<file path="src/rtl/alu_pkg.sv">
// Shared opcode constants and controller state encoding for the pipelined ALU.
package alu_pkg;

  localparam logic [3:0] OP_PASS_S = 4'b0000;
  localparam logic [3:0] OP_PASS_R = 4'b0001;
  localparam logic [3:0] OP_INC    = 4'b0010;
  localparam logic [3:0] OP_DEC    = 4'b0011;
  localparam logic [3:0] OP_ADD    = 4'b0100;
  localparam logic [3:0] OP_SUB    = 4'b0101;
  localparam logic [3:0] OP_LSR    = 4'b0110;
  localparam logic [3:0] OP_LSL    = 4'b0111;
  localparam logic [3:0] OP_AND    = 4'b1000;
  localparam logic [3:0] OP_OR     = 4'b1001;
  localparam logic [3:0] OP_XOR    = 4'b1010;
  localparam logic [3:0] OP_NOT    = 4'b1011;
  localparam logic [3:0] OP_NEG    = 4'b1100;
  localparam logic [3:0] OP_MUL    = 4'b1101;
  localparam logic [3:0] OP_ASR    = 4'b1110;
  localparam logic [3:0] OP_ROL    = 4'b1111;

  typedef enum logic [1:0] {
    ST_IDLE = 2'd0,
    ST_MUL  = 2'd1,
    ST_HOLD = 2'd2
  } state_e;

endpackage

</file>
<file path="src/rtl/alu_mul_seq.sv">
// Iterative shift-add unsigned multiplier: one partial-product step per clock.
// done is high during the cycle whose edge performs the final step, and
// product already shows the value that step produces.
module alu_mul_seq #(
  parameter int WIDTH = 16
) (
  input  logic               clk,
  input  logic               rst,
  input  logic               start,
  input  logic [WIDTH-1:0]   a,
  input  logic [WIDTH-1:0]   b,
  output logic               done,
  output logic [2*WIDTH-1:0] product
);

  localparam int CW = $clog2(WIDTH);
  localparam logic [CW-1:0] LAST = CW'(WIDTH - 1);

  logic [WIDTH-1:0] mcand_q, mcand_d;
  logic [WIDTH-1:0] hi_q, hi_d;
  logic [WIDTH-1:0] lo_q, lo_d;
  logic [CW-1:0]    cnt_q, cnt_d;
  logic             run_q, run_d;
  logic [WIDTH:0]   step_sum;

  assign step_sum = {1'b0, hi_q} + (lo_q[0] ? {1'b0, mcand_q} : {(WIDTH+1){1'b0}});
  assign done     = run_q && (cnt_q == LAST);
  assign product  = {step_sum, lo_q[WIDTH-1:1]};

  // Load operands on start, otherwise add-and-shift the product register each cycle.
  always_comb begin
    mcand_d = mcand_q;
    hi_d    = hi_q;
    lo_d    = lo_q;
    cnt_d   = cnt_q;
    run_d   = run_q;
    if (start) begin
      mcand_d = a;
      hi_d    = '0;
      lo_d    = b;
      cnt_d   = '0;
      run_d   = 1'b1;
    end else if (run_q) begin
      hi_d  = step_sum[WIDTH:1];
      lo_d  = {step_sum[0], lo_q[WIDTH-1:1]};
      cnt_d = cnt_q + CW'(1);
      if (done) begin
        run_d = 1'b0;
      end
    end
  end

  // Multiplier state registers; reset abandons any multiply in flight.
  always_ff @(posedge clk or posedge rst) begin
    if (rst) begin
      mcand_q <= '0;
      hi_q    <= '0;
      lo_q    <= '0;
      cnt_q   <= '0;
      run_q   <= 1'b0;
    end else begin
      mcand_q <= mcand_d;
      hi_q    <= hi_d;
      lo_q    <= lo_d;
      cnt_q   <= cnt_d;
      run_q   <= run_d;
    end
  end

endmodule

</file>
<file path="src/rtl/alu_pipe.sv">
// Registered-output ALU with valid/ready handshakes and an optional
// multi-cycle multiply. Single-cycle ops land on the accepting edge.
module alu_pipe
  import alu_pkg::*;
#(
  parameter int WIDTH  = 16,
  parameter int MUL_EN = 1
) (
  input  logic             clk,
  input  logic             rst,
  input  logic             in_valid,
  output logic             in_ready,
  input  logic [WIDTH-1:0] r,
  input  logic [WIDTH-1:0] s,
  input  logic [3:0]       alu_op,
  output logic             out_valid,
  input  logic             out_ready,
  output logic [WIDTH-1:0] y,
  output logic             c,
  output logic             v,
  output logic             n,
  output logic             z,
  output logic             busy
);

  localparam int MSB = WIDTH - 1;

  state_e           state_q, state_d;
  logic [WIDTH-1:0] y_q, y_d;
  logic             c_q, c_d;
  logic             v_q, v_d;
  logic             out_valid_q, out_valid_d;

  logic             accept;
  logic             is_mul_op;
  logic             mul_start;
  logic             mul_done;
  logic [2*WIDTH-1:0] mul_product;

  logic [WIDTH-1:0] alu_y;
  logic             alu_c;
  logic             alu_v;
  logic [WIDTH:0]   ext;

  assign in_ready  = (state_q == ST_IDLE) && (!out_valid_q || out_ready) && !rst;
  assign accept    = in_valid && in_ready;
  assign is_mul_op = (alu_op == OP_MUL) && (MUL_EN != 0);
  assign mul_start = accept && is_mul_op;

  assign y         = y_q;
  assign c         = c_q;
  assign v         = v_q;
  assign n         = y_q[MSB];
  assign z         = (y_q == '0);
  assign out_valid = out_valid_q;
  assign busy      = (state_q == ST_MUL);

  generate
    if (MUL_EN != 0) begin : g_mul
      alu_mul_seq #(.WIDTH(WIDTH)) u_mul (
        .clk     (clk),
        .rst     (rst),
        .start   (mul_start),
        .a       (r),
        .b       (s),
        .done    (mul_done),
        .product (mul_product)
      );
    end else begin : g_no_mul
      assign mul_done    = 1'b0;
      assign mul_product = '0;
    end
  endgenerate

  // Single-cycle datapath: result and flags from the operands presented this cycle.
  always_comb begin
    alu_y = s;
    alu_c = 1'b0;
    alu_v = 1'b0;
    ext   = '0;
    case (alu_op)
      OP_PASS_S: alu_y = s;
      OP_PASS_R: alu_y = r;
      OP_INC: begin
        ext   = {1'b0, s} + (WIDTH+1)'(1);
        alu_y = ext[MSB:0];
        alu_c = ext[WIDTH];
        alu_v = !s[MSB] && alu_y[MSB];
      end
      OP_DEC: begin
        ext   = {1'b0, s} - (WIDTH+1)'(1);
        alu_y = ext[MSB:0];
        alu_c = ext[WIDTH];
        alu_v = s[MSB] && !alu_y[MSB];
      end
      OP_ADD: begin
        ext   = {1'b0, r} + {1'b0, s};
        alu_y = ext[MSB:0];
        alu_c = ext[WIDTH];
        alu_v = (r[MSB] == s[MSB]) && (alu_y[MSB] != r[MSB]);
      end
      OP_SUB: begin
        ext   = {1'b0, r} - {1'b0, s};
        alu_y = ext[MSB:0];
        alu_c = ext[WIDTH];
        alu_v = (r[MSB] != s[MSB]) && (alu_y[MSB] != r[MSB]);
      end
      OP_LSR: begin
        alu_y = s >> 1;
        alu_c = s[0];
      end
      OP_LSL: begin
        alu_y = s << 1;
        alu_c = s[MSB];
      end
      OP_AND: alu_y = r & s;
      OP_OR:  alu_y = r | s;
      OP_XOR: alu_y = r ^ s;
      OP_NOT: alu_y = ~s;
      OP_NEG: begin
        ext   = {(WIDTH+1){1'b0}} - {1'b0, s};
        alu_y = ext[MSB:0];
        alu_c = ext[WIDTH];
        alu_v = s[MSB] && alu_y[MSB];
      end
      OP_MUL: alu_y = s;
      OP_ASR: begin
        alu_y = {s[MSB], s[MSB:1]};
        alu_c = s[0];
      end
      OP_ROL: begin
        alu_y = {s[MSB-1:0], s[MSB]};
        alu_c = s[MSB];
      end
    endcase
  end

  // Controller: result loading, out_valid bookkeeping and IDLE/MUL/HOLD sequencing.
  always_comb begin
    state_d     = state_q;
    y_d         = y_q;
    c_d         = c_q;
    v_d         = v_q;
    out_valid_d = out_valid_q;
    case (state_q)
      ST_IDLE: begin
        if (out_valid_q && out_ready) begin
          out_valid_d = 1'b0;
        end
        if (accept) begin
          if (is_mul_op) begin
            state_d = ST_MUL;
          end else begin
            y_d         = alu_y;
            c_d         = alu_c;
            v_d         = alu_v;
            out_valid_d = 1'b1;
          end
        end
      end
      ST_MUL: begin
        if (mul_done) begin
          y_d         = mul_product[MSB:0];
          c_d         = |mul_product[2*WIDTH-1:WIDTH];
          v_d         = 1'b0;
          out_valid_d = 1'b1;
          state_d     = ST_HOLD;
        end
      end
      ST_HOLD: begin
        if (out_ready) begin
          out_valid_d = 1'b0;
          state_d     = ST_IDLE;
        end
      end
      default: state_d = ST_IDLE;
    endcase
  end

  // Result, flag and state registers.
  always_ff @(posedge clk or posedge rst) begin
    if (rst) begin
      state_q     <= ST_IDLE;
      y_q         <= '0;
      c_q         <= 1'b0;
      v_q         <= 1'b0;
      out_valid_q <= 1'b0;
    end else begin
      state_q     <= state_d;
      y_q         <= y_d;
      c_q         <= c_d;
      v_q         <= v_d;
      out_valid_q <= out_valid_d;
    end
  end

endmodule

</file>
<file path="config.mk">
export PLATFORM = sky130hd
export DESIGN_NAME = alu_pipe
export DESIGN_NICKNAME = d
export VERILOG_FILES = /design/src/rtl/alu_pkg.sv /design/src/rtl/alu_mul_seq.sv /design/src/rtl/alu_pipe.sv
export SDC_FILE = /design/constraint.sdc
export NUM_CORES = 1
export LEC_CHECK = 0
export ABC_AREA = 1
export CORE_UTILIZATION = 55
export DETAILED_ROUTE_END_ITERATION = 7
export GPL_TIMING_DRIVEN = 0
export PLACE_DENSITY = 0.75
export SKIP_LAST_GASP = 1
export SLEW_MARGIN = 20
export SYNTH_ARGS = -nofsm -noshare
export SYNTH_HDL_FRONTEND = slang
export SYNTH_SLANG_ARGS = --single-unit
</file>
<file path="constraint.sdc">
create_clock -name clk -period 2.8 [get_ports clk]
set_clock_uncertainty 0.15 [all_clocks]
set_input_delay 0.56 -clock clk [delete_from_list [all_inputs] [get_ports clk]]
set_output_delay 0.56 -clock clk [all_outputs]
set_load 0.01 [all_outputs]
</file>
=== Word-level counts from Yosys, hierarchy flattened ===
Index checks and enable logic that the tools add are counted.
W data, S select, Z words.

* Flip-flop bits (word level): 74
* Input port bits: 40
* Output and inout port bits: 23

* Equality and inequality tests: 27
* Multiplexer cells: 36
* Reductions and logical operators: 28
* Bitwise logic cells: 4
* Add/subtract/negate cells: 7

{| class="wikitable"
|+ Operators by type and width
! operator !! count
|-
| $pmux W16 S15 || 1
|-
| $mux W16 || 8
|-
| $eq A4 B4 Y1 const B || 9
|-
| $pmux W16 S2 || 1
|-
| $add A16 B1 Y17 const B || 1
|-
| $add A16 B16 Y17 || 1
|-
| $add A16 B17 Y17 || 1
|-
| $sub A1 B16 Y17 const A || 1
|-
| $sub A16 B1 Y17 const B || 1
|-
| $sub A16 B16 Y17 || 1
|-
| $and A16 B16 Y16 || 1
|-
| $eq A4 B3 Y1 const B || 4
|-
| $logic_not A16 Y1 || 1
|-
| $not A16 Y16 || 1
|-
| $or A16 B16 Y16 || 1
|-
| $reduce_or A16 Y1 || 1
|-
| $xor A16 B16 Y16 || 1
|-
| $mux W1 || 14
|-
| $logic_and A1 B1 Y1 || 11
|-
| $eq A4 B2 Y1 const B || 2
|-
| $mux W2 || 4
|-
| $mux W4 || 2
|-
| $ne A2 B2 Y1 const B || 4
|-
| $reduce_and A4 Y1 || 2
|-
| other kinds (20) || 28
|}

=== Depth between registers and ports, before layout ===
* Depth in word-level cells: 7
* Mapped depth: 18

=== Modules after synthesis ===
A second synthesis with hierarchy kept.

* Cell total of the unflattened synthesis: 1570
* Area total of the unflattened synthesis: 9162.5 µm²

{| class="wikitable"
|+ By module, submodules not included
! module !! area an instance (µm²) !! cells an instance !! times used !! seq. area each (µm²)
|-
| alu_pipe || 5756.8 || 1101 || 1 || 525.5
|-
| alu_mul_seq || 3405.8 || 469 || 1 || 1326.3
|}

=== Worst setup path before layout ===
No wires, ideal clock.

* Path kind: input -> register
* From: input port s[7]
* To: register y_q[10] (netlist: y[10])
* Arrival time: 2.310 ns
* Required time: 2.533 ns
* Setup slack: 0.224 ns
* Path buffers: 2
* Cell stages on the path: 16
* Cells stage by stage: buf_2 -> clkinv_1 -> ha_1 -> buf_2 -> inv_1 -> nand2_1 -> nand2_1 -> nand2_1 -> nand2_1 -> inv_1 -> a21oi_1 -> o21ai_0 -> o21ai_0 -> nand2_1 -> nand2_1 -> nand2_1

* Word-level cells in the longest chain between the ends: 5
* Elaborated cells on any way between the ends: 9
* Classes of those cells: add/sub (5); mux (4)

{| class="wikitable"
|+ RTL lines
! item !! RTL line !! source
|-
| start, declared || alu_pipe.sv:14 || <nowiki>input logic [WIDTH-1:0] s,</nowiki>
|-
| $sub A1 B16 Y17 (tied with other cells) || alu_pipe.sv:121 || <nowiki>ext = {(WIDTH+1){1'b0}} - {1'b0, s};</nowiki>
|-
| $pmux W16 S15 (*) || alu_pipe.sv:81 || <nowiki>case (alu_op)</nowiki>
|-
| $mux W16 (*) || alu_pipe.sv:151 || <nowiki>if (is_mul_op) begin</nowiki>
|-
| $mux W16 (*) || alu_pipe.sv:150 || <nowiki>if (accept) begin</nowiki>
|-
| $pmux W16 S2 (*) || alu_pipe.sv:145 || <nowiki>case (state_q)</nowiki>
|-
| end signal, assigned || alu_pipe.sv:190 || <nowiki>y_q <= y_d;</nowiki>
|-
| end, declared || alu_pipe.sv:29 || <nowiki>logic [WIDTH-1:0] y_q, y_d;</nowiki>
|}

Mark *: on every way between the ends. The rest lies on a longest branch, timed or not. The select of a mux whose other input is x is not followed.
A chain may end at the register's enable or synchronous reset.

=== Final worst setup path ===
* From: register y_q[5] (netlist: y[5])
* To: output port z

* Word-level cells in the longest chain between the ends: 1

{| class="wikitable"
|+ RTL lines
! item !! RTL line !! source
|-
| $logic_not A16 Y1 || alu_pipe.sv:54 || <nowiki>assign z = (y_q == '0);</nowiki>
|-
| end, declared || alu_pipe.sv:22 || <nowiki>output logic z,</nowiki>
|}

Every way passes these cells.

==> results.md <==
- H-Tree Depth: 3
- Standard cell area after detailed placement: 9880 um2
- Antenna violations before repair: 0
- I/O pins: 63
- Clock sink count: 74
- Most instantiated library cell after synthesis: sky130_fd_sc_hd__nand2_1
- Endpoint arrival time on the critical path: 2050 ps
- WHS Endpoint: g_mul.u_mul.mcand_q[3]$_DFFE_PP0P_
- 1st-pass router iterations: 8
- Seq/Total Area, Yosys: 20.7%
- #FFs+latches synth: 74
- Die ar.: 16,800 um2
- Reg-to-reg endpoint: c$_DFFE_PP0P_
- Peak supply drop: 0.472 mV
- Synth cell types: 48
- Starting DRC count in detailed routing: 1,486
- Core Util, Final: 69.7%
- Vias after detailed routing: 10,911
- Crit-path max FO: 3
- Type of the setup path with the least slack: reg -> out
- Number of warnings reported in the yosys synthesis log: 0
- Reg2Reg Depth: 15
- Clock slew at reported path FFs: 60 ps
- Placer's final routability congestion estimate: 1.03
- Core Area: 15,900 um2
- Minimum clock period: 2760 ps
- Required time of the critical path: 2090 ps
- Vias in the first global route: 10,073
- Setup repair after global routing missed its margin: true
- Worst min-delay path category: reg -> reg
- Vias/cell: 5.86
- Antenna-violating nets left: 0
- Fin. Hold Viols: 0
- CP Capture Type: output port
- Most frequent cells after synthesis: sky130_fd_sc_hd__nand2_1 (529), sky130_fd_sc_hd__inv_1 (203), sky130_fd_sc_hd__nor2_1 (162)
- Number of buffers created by CTS: 9
- P&R area growth vs syn: 23.6%
- Worst Setup SP: y[5]$_DFFE_PP0P_
- Met2 wirelength from detailed routing: 16,700 um
- Overall power: 0.00686 W
- FILL cells: 1,488
- Mapped Avg Cell Area: 5.85 um2
- Final layout net count: 1,758
- Final wirelength: 35,300 um
- TritonCTS clock tree: yes
- Startpoint of the lowest-slack register-to-register path: g_mul.u_mul.lo_q[0]$_DFFE_PP0P_
- Critical Path Start Type: flop
- Highest Clock Rate: 0.362 GHz
- Cell type contributing the most total cell area after synthesis: sky130_fd_sc_hd__nand2_1
- Worst Slack Setup Final: 36.8 ps
- Synth top area cells: sky130_fd_sc_hd__nand2_1 (22%), sky130_fd_sc_hd__dfrtp_1 (21%), sky130_fd_sc_hd__ha_1 (10%), sky130_fd_sc_hd__inv_1 (8.5%), sky130_fd_sc_hd__nand3_1 (7.0%)
- Share of post-route cells with drive strength above 1: 15.0%
- Max-cap viol count: 0
- DRC violation count after routing: 0
- Slew of the pin with the lowest slew margin: 650 ps
- Detailed-routed wire length on met3: 3160 um
- Post-Synthesis Net Count: 1,650
- Total track usage: 41.9%
- Post-route clock period utilization: 98.7%
- EDFF count, synth: 0
- Overall overflow remaining after global route: 0
- Initial cell density of the core: 56.4%
- Vertical die dimension: 130 um
- Combined area of all synthesized cells: 8960 um2
- Combined area of the multi-input logic cells: 6500 um2
- Hold Path Depth: 2
- Total routed wire length on the met1 layer: 13,500 um
- Post-detail-place hpwl: 27,300 um
- Port buffer count: 62
- Post-Place Worst Slack: -1280 ps
- Cells after Synth: 1,532
- Post-synth top flop: sky130_fd_sc_hd__dfrtp_1
- Max Used Layer: met4
- Pin count of the biggest net entering global routing: 58
- Remaining max-slew budget at the tightest pin: 56.7%
- Longest Clk Path Bufs: 2
- Async SR Flop Fraction: 100%
- Worst hold path startpoint: g_mul.u_mul.mcand_q[3]$_DFFE_PP0P_
- Yosys top cell area share: 22.2%
- Worst Hold Margin: 331 ps
- Footprint of the flip-flops and latches: 1850 um2
- Pins over their slew limit: 0
- Skew-Pair Late Insertion Delay: 340 ps
- DR WL/cell: 19.0 um
- Placement Rows: 46
- Cell at the root of the clock tree: sky130_fd_sc_hd__clkbuf_16
- Diode insertion count for antenna repair: 0
- Power per cell area: 619 nW/um2
- Reg2Reg Setup Slack: 80 ps
- Run status: complete, no violations
- Global-route wire length before repair: 53,200 um
- DIE WIDTH: 130 um
- Standby leakage power: 5.79 nW
- Post-layout instance area: 11,100 um2
- Setup violators final: 0
## state kept, by name (all words and copies together) (netlist names)
signal	cells
out_valid	1
g_mul.u_mul.cnt_q	4
c	1
y	16
state_q	2
g_mul.u_mul.hi_q	16
v	1
g_mul.u_mul.mcand_q	16
g_mul.u_mul.lo_q	16
g_mul.u_mul.run_q	1
## logic make-up (layout without fill, tap and decap cells)
group	Yosys count	count (layout)	share of synthesized area, %
xor gates and xnor gates	15	15	1.47
buffers and inverters	264	377	11.7
and+or+nand+nor	895	895	41.6
AOI/OAI and AO/OA	206	206	13.5
adders and majority gates	78	78	11.1
DFF	74	74	20.7
## how the worst max path moves through the flow
stage	to	slack, ps
CTS	c$_DFFE_PP0P_	-60
global placement	c$_DFFE_PP0P_	-1290
floorplan	c$_DFFE_PP0P_	210
finish	z	40
detailed placement	c$_DFFE_PP0P_	-1280
global route	c$_DFFE_PP0P_	-50
## cell usage in the layout (no fill, tap or decap), types with 13 or more instances in the layout
master                            netlist  routed
sky130_fd_sc_hd__a21oi_1               60      49
sky130_fd_sc_hd__buf_2                 25      16
sky130_fd_sc_hd__buf_4                  2      39
sky130_fd_sc_hd__clkdlybuf4s50_1        0      33
sky130_fd_sc_hd__dfrtp_1               74      73
sky130_fd_sc_hd__dlymetal6s2s_1         0      13
sky130_fd_sc_hd__ha_1                  75      67
sky130_fd_sc_hd__inv_1                203     180
sky130_fd_sc_hd__inv_2                 11      23
sky130_fd_sc_hd__nand2_1              529     511
sky130_fd_sc_hd__nand2_2                2      20
sky130_fd_sc_hd__nand3_1              126     109
sky130_fd_sc_hd__nand3_2                1      18
sky130_fd_sc_hd__nand4_1               21      21
sky130_fd_sc_hd__nor2_1               162     143
sky130_fd_sc_hd__nor2_2                10      22
sky130_fd_sc_hd__o21ai_0               73      69
sky130_fd_sc_hd__o22ai_1               16      16
## final cells by class
cell class / instances / area share (%)
Multi-Input combinational cell: 1194 / 58.7
Sequential cell: 74 / 16.7
Timing Repair Buffer: 99 / 8.12
Inverter: 220 / 8.03
Buffer: 42 / 2.82
Tap cell: 216 / 2.44
Clock buffer: 9 / 2.03
Clock inverter: 7 / 1.14
## metrics by stage
stage,std cells,setup TNS [ps]
global route,1861,-124
floorplan,1532,0
detailed placement,1811,-24760
finish,1861,0
CTS,1846,-61.0
global placement,1810,-100050
## power breakdown
part	switching [W]	internal, W	total, W	leakage [nW]
combinational	0.00227	0.00136	0.00363	4.66
sequential	0.000344	0.00151	0.00186	0.965
clock	0.000488	0.000880	0.00137	0.168
## repair_timing
action | CTS | global route
endpoints found under the setup margin | 17 | 61
gates resized for setup | 136 | 105
buffers inserted | 20 | 16
hold endpoints to repair | 0 | 0
pin swaps | 7 | 9
hold buffers | 0 | 0
## worst max-delay path, stage by stage, from the launching register on
cell and delay, ps:
sky130_fd_sc_hd__dfrtp_1 430, sky130_fd_sc_hd__or4_1 520, sky130_fd_sc_hd__nor3_1 200, sky130_fd_sc_hd__clkdlybuf4s50_1 570
## layer usage
metal	track usage [%]	vias up
met1	50.0	4998
met3	6.11	146
li1	-	5138
met4	23.0	0
met5	0	-
met2	72.5	629
Power figures use the tool's default switching activity.
